### config.mk
export PLATFORM = sky130hd
export DESIGN_NAME = l2_port_arbiter
export DESIGN_NICKNAME = d
export VERILOG_FILES = /design/src/rtl/l2_port_arbiter.sv
export SDC_FILE = /design/constraint.sdc
export NUM_CORES = 1
export LEC_CHECK = 0
export CAP_MARGIN = 20
export CELL_PAD_IN_SITES_DETAIL_PLACEMENT = 1
export CELL_PAD_IN_SITES_GLOBAL_PLACEMENT = 1
export CORE_AREA = 2 2 156 158
export CTS_CLUSTER_SIZE = 12
export DETAILED_ROUTE_END_ITERATION = 12
export DIE_AREA = 0 0 158 160
export PLACE_DENSITY_LB_ADDON = 0.1
export SLEW_MARGIN = 20
export SYNTH_ARGS = -nofsm -noshare
export SYNTH_HDL_FRONTEND = slang
export SYNTH_SLANG_ARGS = --single-unit
### constraint.sdc
create_clock -name clk -period 8.6 [get_ports clk]
set_clock_uncertainty 0.2 [all_clocks]
set_input_delay 0.86 -clock clk [delete_from_list [all_inputs] [get_ports clk]]
set_output_delay 0.86 -clock clk [all_outputs]
set_load 0.05 [all_outputs]
### src/rtl/l2_port_arbiter.sv
// Round-robin arbiter that shares the single L2 request port among NUM_REQ L1 requesters.
// A watchdog turns an L2 transaction that never completes into an error response.
module l2_port_arbiter #(
    parameter int unsigned NUM_REQ       = 4,
    parameter int unsigned ADDRESS_WIDTH = 32,
    parameter int unsigned DATA_WIDTH    = 32,
    parameter int unsigned TIMEOUT       = 64
) (
    input  logic                             clk,
    input  logic                             reset,
    input  logic [NUM_REQ-1:0]               req_valid,
    input  logic [NUM_REQ-1:0]               req_write,
    input  logic [NUM_REQ*ADDRESS_WIDTH-1:0] req_addr,
    input  logic [NUM_REQ*DATA_WIDTH-1:0]    req_wdata,
    output logic [NUM_REQ-1:0]               req_accept,
    output logic [NUM_REQ-1:0]               resp_valid,
    output logic [DATA_WIDTH-1:0]            resp_rdata,
    output logic                             resp_error,
    output logic                             l2_read_request,
    output logic                             l2_write_request,
    output logic [ADDRESS_WIDTH-1:0]         l2_addr,
    output logic [DATA_WIDTH-1:0]            l2_wdata,
    input  logic                             l2_ready,
    input  logic [DATA_WIDTH-1:0]            l2_rdata,
    output logic                             busy
);
    localparam int unsigned IDX_W = (NUM_REQ > 1) ? $clog2(NUM_REQ) : 1;
    localparam int unsigned CNT_W = $clog2(TIMEOUT);

    typedef enum logic [1:0] {S_IDLE, S_GRANT, S_WAIT, S_RESP} state_t;

    state_t                   state_q, state_d;
    logic [IDX_W-1:0]         owner_q, owner_d;
    logic [IDX_W-1:0]         last_grant_q, last_grant_d;
    logic                     write_q, write_d;
    logic                     err_q, err_d;
    logic [ADDRESS_WIDTH-1:0] addr_q, addr_d;
    logic [DATA_WIDTH-1:0]    wdata_q, wdata_d;
    logic [DATA_WIDTH-1:0]    rdata_q, rdata_d;
    logic [CNT_W-1:0]         cnt_q, cnt_d;

    logic [IDX_W-1:0]         winner;
    logic [IDX_W-1:0]         cand;
    logic                     found;

    // Search starts at last_grant+1; the IDX_W-bit sum wraps modulo NUM_REQ.
    always_comb begin
        found  = 1'b0;
        winner = last_grant_q;
        cand   = '0;
        for (int unsigned i = 1; i <= NUM_REQ; i++) begin
            cand = last_grant_q + IDX_W'(i);
            if (!found && req_valid[cand]) begin
                found  = 1'b1;
                winner = cand;
            end
        end
    end

    always_comb begin
        state_d      = state_q;
        owner_d      = owner_q;
        last_grant_d = last_grant_q;
        write_d      = write_q;
        err_d        = err_q;
        addr_d       = addr_q;
        wdata_d      = wdata_q;
        rdata_d      = rdata_q;
        cnt_d        = cnt_q;
        case (state_q)
            S_IDLE: begin
                if (found) begin
                    owner_d = winner;
                    write_d = req_write[winner];
                    addr_d  = req_addr[int'(winner)*ADDRESS_WIDTH +: ADDRESS_WIDTH];
                    wdata_d = req_wdata[int'(winner)*DATA_WIDTH +: DATA_WIDTH];
                    state_d = S_GRANT;
                end
            end
            S_GRANT: begin
                cnt_d   = '0;
                state_d = S_WAIT;
            end
            S_WAIT: begin
                if (l2_ready) begin
                    rdata_d = write_q ? '0 : l2_rdata;
                    err_d   = 1'b0;
                    state_d = S_RESP;
                end else if (cnt_q == CNT_W'(TIMEOUT - 1)) begin
                    rdata_d = '0;
                    err_d   = 1'b1;
                    state_d = S_RESP;
                end else begin
                    cnt_d = cnt_q + CNT_W'(1);
                end
            end
            S_RESP: begin
                last_grant_d = owner_q;
                state_d      = S_IDLE;
            end
            default: state_d = S_IDLE;
        endcase
    end

    always_ff @(posedge clk or posedge reset) begin
        if (reset) begin
            state_q      <= S_IDLE;
            owner_q      <= '0;
            last_grant_q <= IDX_W'(NUM_REQ - 1);
            write_q      <= 1'b0;
            err_q        <= 1'b0;
            addr_q       <= '0;
            wdata_q      <= '0;
            rdata_q      <= '0;
            cnt_q        <= '0;
        end else begin
            state_q      <= state_d;
            owner_q      <= owner_d;
            last_grant_q <= last_grant_d;
            write_q      <= write_d;
            err_q        <= err_d;
            addr_q       <= addr_d;
            wdata_q      <= wdata_d;
            rdata_q      <= rdata_d;
            cnt_q        <= cnt_d;
        end
    end

    always_comb begin
        req_accept = '0;
        resp_valid = '0;
        if (state_q == S_GRANT) req_accept[owner_q] = 1'b1;
        if (state_q == S_RESP)  resp_valid[owner_q] = 1'b1;
    end

    assign l2_read_request  = (state_q == S_GRANT || state_q == S_WAIT) && !write_q;
    assign l2_write_request = (state_q == S_GRANT || state_q == S_WAIT) &&  write_q;
    assign l2_addr          = addr_q;
    assign l2_wdata         = wdata_q;
    assign resp_rdata       = rdata_q;
    assign resp_error       = err_q;
    assign busy             = (state_q != S_IDLE);

endmodule

==> flow_metrics.tcl <==
set metrics [dict create \
    worst_path_most_repeated_cell "sky130_fd_sc_hd__mux2i_1" \
    yosysUniqueCellTypes 36 \
    grt.total_usage_pct 20.9 \
    final_cells 1299 \
    dpl.hpwl_microns 19800 \
    unrepaired_setup_endpoints_after_global_routing "no" \
    postLayoutCellArea_sq_um 10800 \
    muxShareOfSynthArea_pct 20.8 \
    clkSlewWorstSetupHoldPaths_ns 0.09 \
    hp-class "reg2reg" \
    totalNegativeSetupSlack_ns 0 \
    floorplan.die.width_microns 158 \
    rows 57 \
    floorplan.initialDensity_pct 26.7 \
    hold_buffers 0 \
    fmax_mhz 286 \
    wire_length_of_the_first_global_routing_pass_microns 40000 \
    postSynthRegisterBits 110 \
    numCtsBuffers 9 \
    cpMaxStageDelayCell "sky130_fd_sc_hd__clkdlybuf4s50_1" \
    max_cap_violations 0 \
    worstPathArrival_ns 3.49 \
    route.detailed.vias_per_inst 4.69 \
    hold_violations 0 \
    preCtsSetupSlack_ns 4.78 \
    proportion_of_layout_cells_with_a_drive_suffix_above_1_pct 6.28 \
    first_pass_iters 4 \
    netlist.area_leader.share_pct 42.5 \
    die-area_sq_um 25300 \
    synth-xor-area-share_pct 0.138 \
    whs_ns 0.283 \
    critPathLaunchType "primary input" \
    timing.final.crit_period_ns 3.50 \
    detailedRoute.firstIterationViolations 256 \
    synth_async_sr_flop_share_pct 100 \
    grt_remaining_overflow 0 \
    seq_area_frac_synth_pct 43.3 \
    area_growth_pct 69.6 \
    postSynthNetCount 898 \
    crit_buf_inv 2 \
    timing.setup.critical_path_class "in2reg" \
    post_synth_most_frequent_cells "sky130_fd_sc_hd__nand2_1 (145), sky130_fd_sc_hd__mux2i_1 (131), sky130_fd_sc_hd__dfrtp_1 (108)" \
    run_status "completed" \
    ys.warnings.count 0 \
    synth_area_leader_cell "sky130_fd_sc_hd__dfrtp_1" \
    cp_max_fo 119 \
    finalSetupViolations 0 \
    vdd_ir_drop_max_mv 0.192 \
    via_count_of_the_first_global_routing_pass 6573 \
    clock_sinks 110 \
    final_net_count 1272 \
    critical_path.top_delay_family "buffers and inverters" \
    die_height_microns 160 \
    ctsRootBufferMaster "sky130_fd_sc_hd__clkbuf_16" \
    synth_area_per_cell_sq_um 10.7 \
    detailroute.via_count 6098 \
    synth_most_common_cell "sky130_fd_sc_hd__nand2_1" \
    edff_count_synth 0 \
    critical_path.endpoint_type "flop" \
    post_synth_instance_area_sq_um 6360 \
    finalPower_mw 3.70 \
    max_slew_margin_pct 30.0 \
    cts_htree_levels 3 \
    clock_path_buffers 2 \
    max_stage_delay_ns 0.57 \
    timing.final.max_slew_violations 0 \
    clock_tree_from_tritoncts "yes" \
    worst_slew_pin_slew_ns 1.05 \
    power.static_leakage_nw 4.62 \
    yosys_most_used_dff "sky130_fd_sc_hd__dfrtp_1" \
    postRouteAntennaNets 0 \
    route.detailed.drc 0 \
    synth_top_family_by_area "multiplexers" \
    placement.io_buffers 406 \
    cts.repair.resized 0 \
    fp.coreArea_sq_um 23800 \
    routed_wl_microns 26600 \
    finish.utilization_pct 45.3 \
    io-pin-count 407 \
    pwr_density_cell_nw_per_um2 343 \
    synth_simple_gate_area_share_pct 11.3 \
    synth_compound_gate_area_share_pct 15.9 \
    routed_wire_length_per_instance_microns 20.5 \
    finalWorstSetupSlack_ns 5.10 \
    fill_cells 2654 \
    placed_cells_incl_taps 1280 \
    synthAdderAreaFrac_pct 1.18 \
    cells_traversed_along_the_worst_timing_path "clkdlybuf4s50_1, mux2i_1, o221ai_4, buf_12, mux2i_1, o221ai_1" \
    cp_data_required_time_ns 8.59 \
    routabilityCongestion 0.740 \
    post_dp_cell_area_sq_um 10500 \
    grt_max_degree 120 \
    worstSkewPairLatency_ns 0.36 \
    post_synth_inst_count 593 \
    final_min_period_over_clock_period_pct 40.6 \
    postCtsSetupBuffers 0 \
    netlist_top_cells_area "sky130_fd_sc_hd__dfrtp_1 (42%), sky130_fd_sc_hd__mux2i_1 (21%), sky130_fd_sc_hd__nand2_1 (8.6%), sky130_fd_sc_hd__o221ai_2 (6.4%), sky130_fd_sc_hd__o221ai_1 (5.4%)" \
    antenna_found_initial 3 \
]
==> registers in the layout, summed over array words and instances (netlist names) <==
signal / count
write_q: 1
resp_rdata: 32
cnt_q: 6
state_q: 2
l2_addr: 32
last_grant_q: 2
resp_error: 1
owner_q: 2
l2_wdata: 32
==> worst register-to-register path, cell delays in order (launching register included) <==
cell	delay (ns)
sky130_fd_sc_hd__dfstp_2	0.57
sky130_fd_sc_hd__inv_2	0.05
sky130_fd_sc_hd__a2bb2oi_1	0.16
sky130_fd_sc_hd__o221ai_4	0.55
sky130_fd_sc_hd__buf_12	0.56
sky130_fd_sc_hd__mux2i_1	0.61
sky130_fd_sc_hd__o221ai_1	0.16
==> cells in the final DEF, fill, tap and decap left out, drive strengths merged <==
master / Yosys / routed
nand2: 145 / 145
nor3b: 2 / 2
dfstp: 2 / 2
inv: 6 / 11
clkdlybuf4s50: 0 / 406
and2: 1 / 1
dfrtp: 108 / 108
nand2b: 3 / 3
xor2: 1 / 1
and3: 3 / 3
nor2: 6 / 6
nor3: 1 / 1
buf: 30 / 6
mux2: 1 / 1
clkinv: 0 / 2
ha: 6 / 6
a2bb2oi: 1 / 1
o21ai: 40 / 40
clkbuf: 15 / 9
nor2b: 2 / 2
nor4: 1 / 1
or2b: 1 / 1
a311oi: 1 / 1
diode: 0 / 3
a21oi: 4 / 4
nand4: 3 / 3
o221ai: 66 / 66
mux2i: 131 / 131
a211oi: 1 / 1
a31oi: 2 / 2
nand3: 4 / 4
and3b: 2 / 2
==> layer usage <==
metal | up-vias | part of all wire [%] | track usage [%]
li1 | 2907 | - | -
met3 | 22 | 7.9 | 5.81
met1 | 2954 | 41 | 25.3
met5 | - | 0 | 0
met2 | 215 | 50 | 36.0
met4 | 0 | 1.7 | 6.22
==> report_power, final <==
| part | switching [mW] | internal (mW) | leakage, nW |
|---|---|---|---|
| logic | 1.50 | 0.889 | 3.08 |
| registers | 0.129 | 0.735 | 1.40 |
| clock network | 0.236 | 0.208 | 0.147 |
| total | 1.87 | 1.83 | 4.62 |
==> final cells by class <==
cell class / count / area (sq um) / share of cell area [%]
Timing Repair Buffer: 412 / 4120 / 38.2
Tap cell: 324 / 405 / 3.76
Sequential cell: 110 / 2760 / 25.5
Multi-Input combinational cell: 428 / 3180 / 29.4
Clock buffer: 9 / 225 / 2.09
Clock inverter: 7 / 76.3 / 0.707
Inverter: 6 / 25.0 / 0.232
Antenna cell: 3 / 7.51 / 0.0696
==> worst paths after layout <==
kind                            startpoint             end  slack [ns]  cells after the start
max in group asynchronous            reset     l2_addr[21]        6.13                      3
hold reg to reg             resp_rdata[31]  resp_rdata[31]        0.28                      2
setup / recovery              req_valid[3]     l2_wdata[5]        5.10                      6
min in group asynchronous            reset   resp_rdata[9]        0.75                      2
setup reg to reg           last_grant_q[0]     l2_wdata[5]        5.56                      6
hold / removal              resp_rdata[31]  resp_rdata[31]        0.28                      2
==> logic make-up after synthesis <==
family | count (synthesis)
compound gates | 115
mux | 132
fa+ha+maj | 6
simple gates | 174
flops | 110
buf+inv | 55
xor+xnor | 1
(Power assumes the default switching activity.)
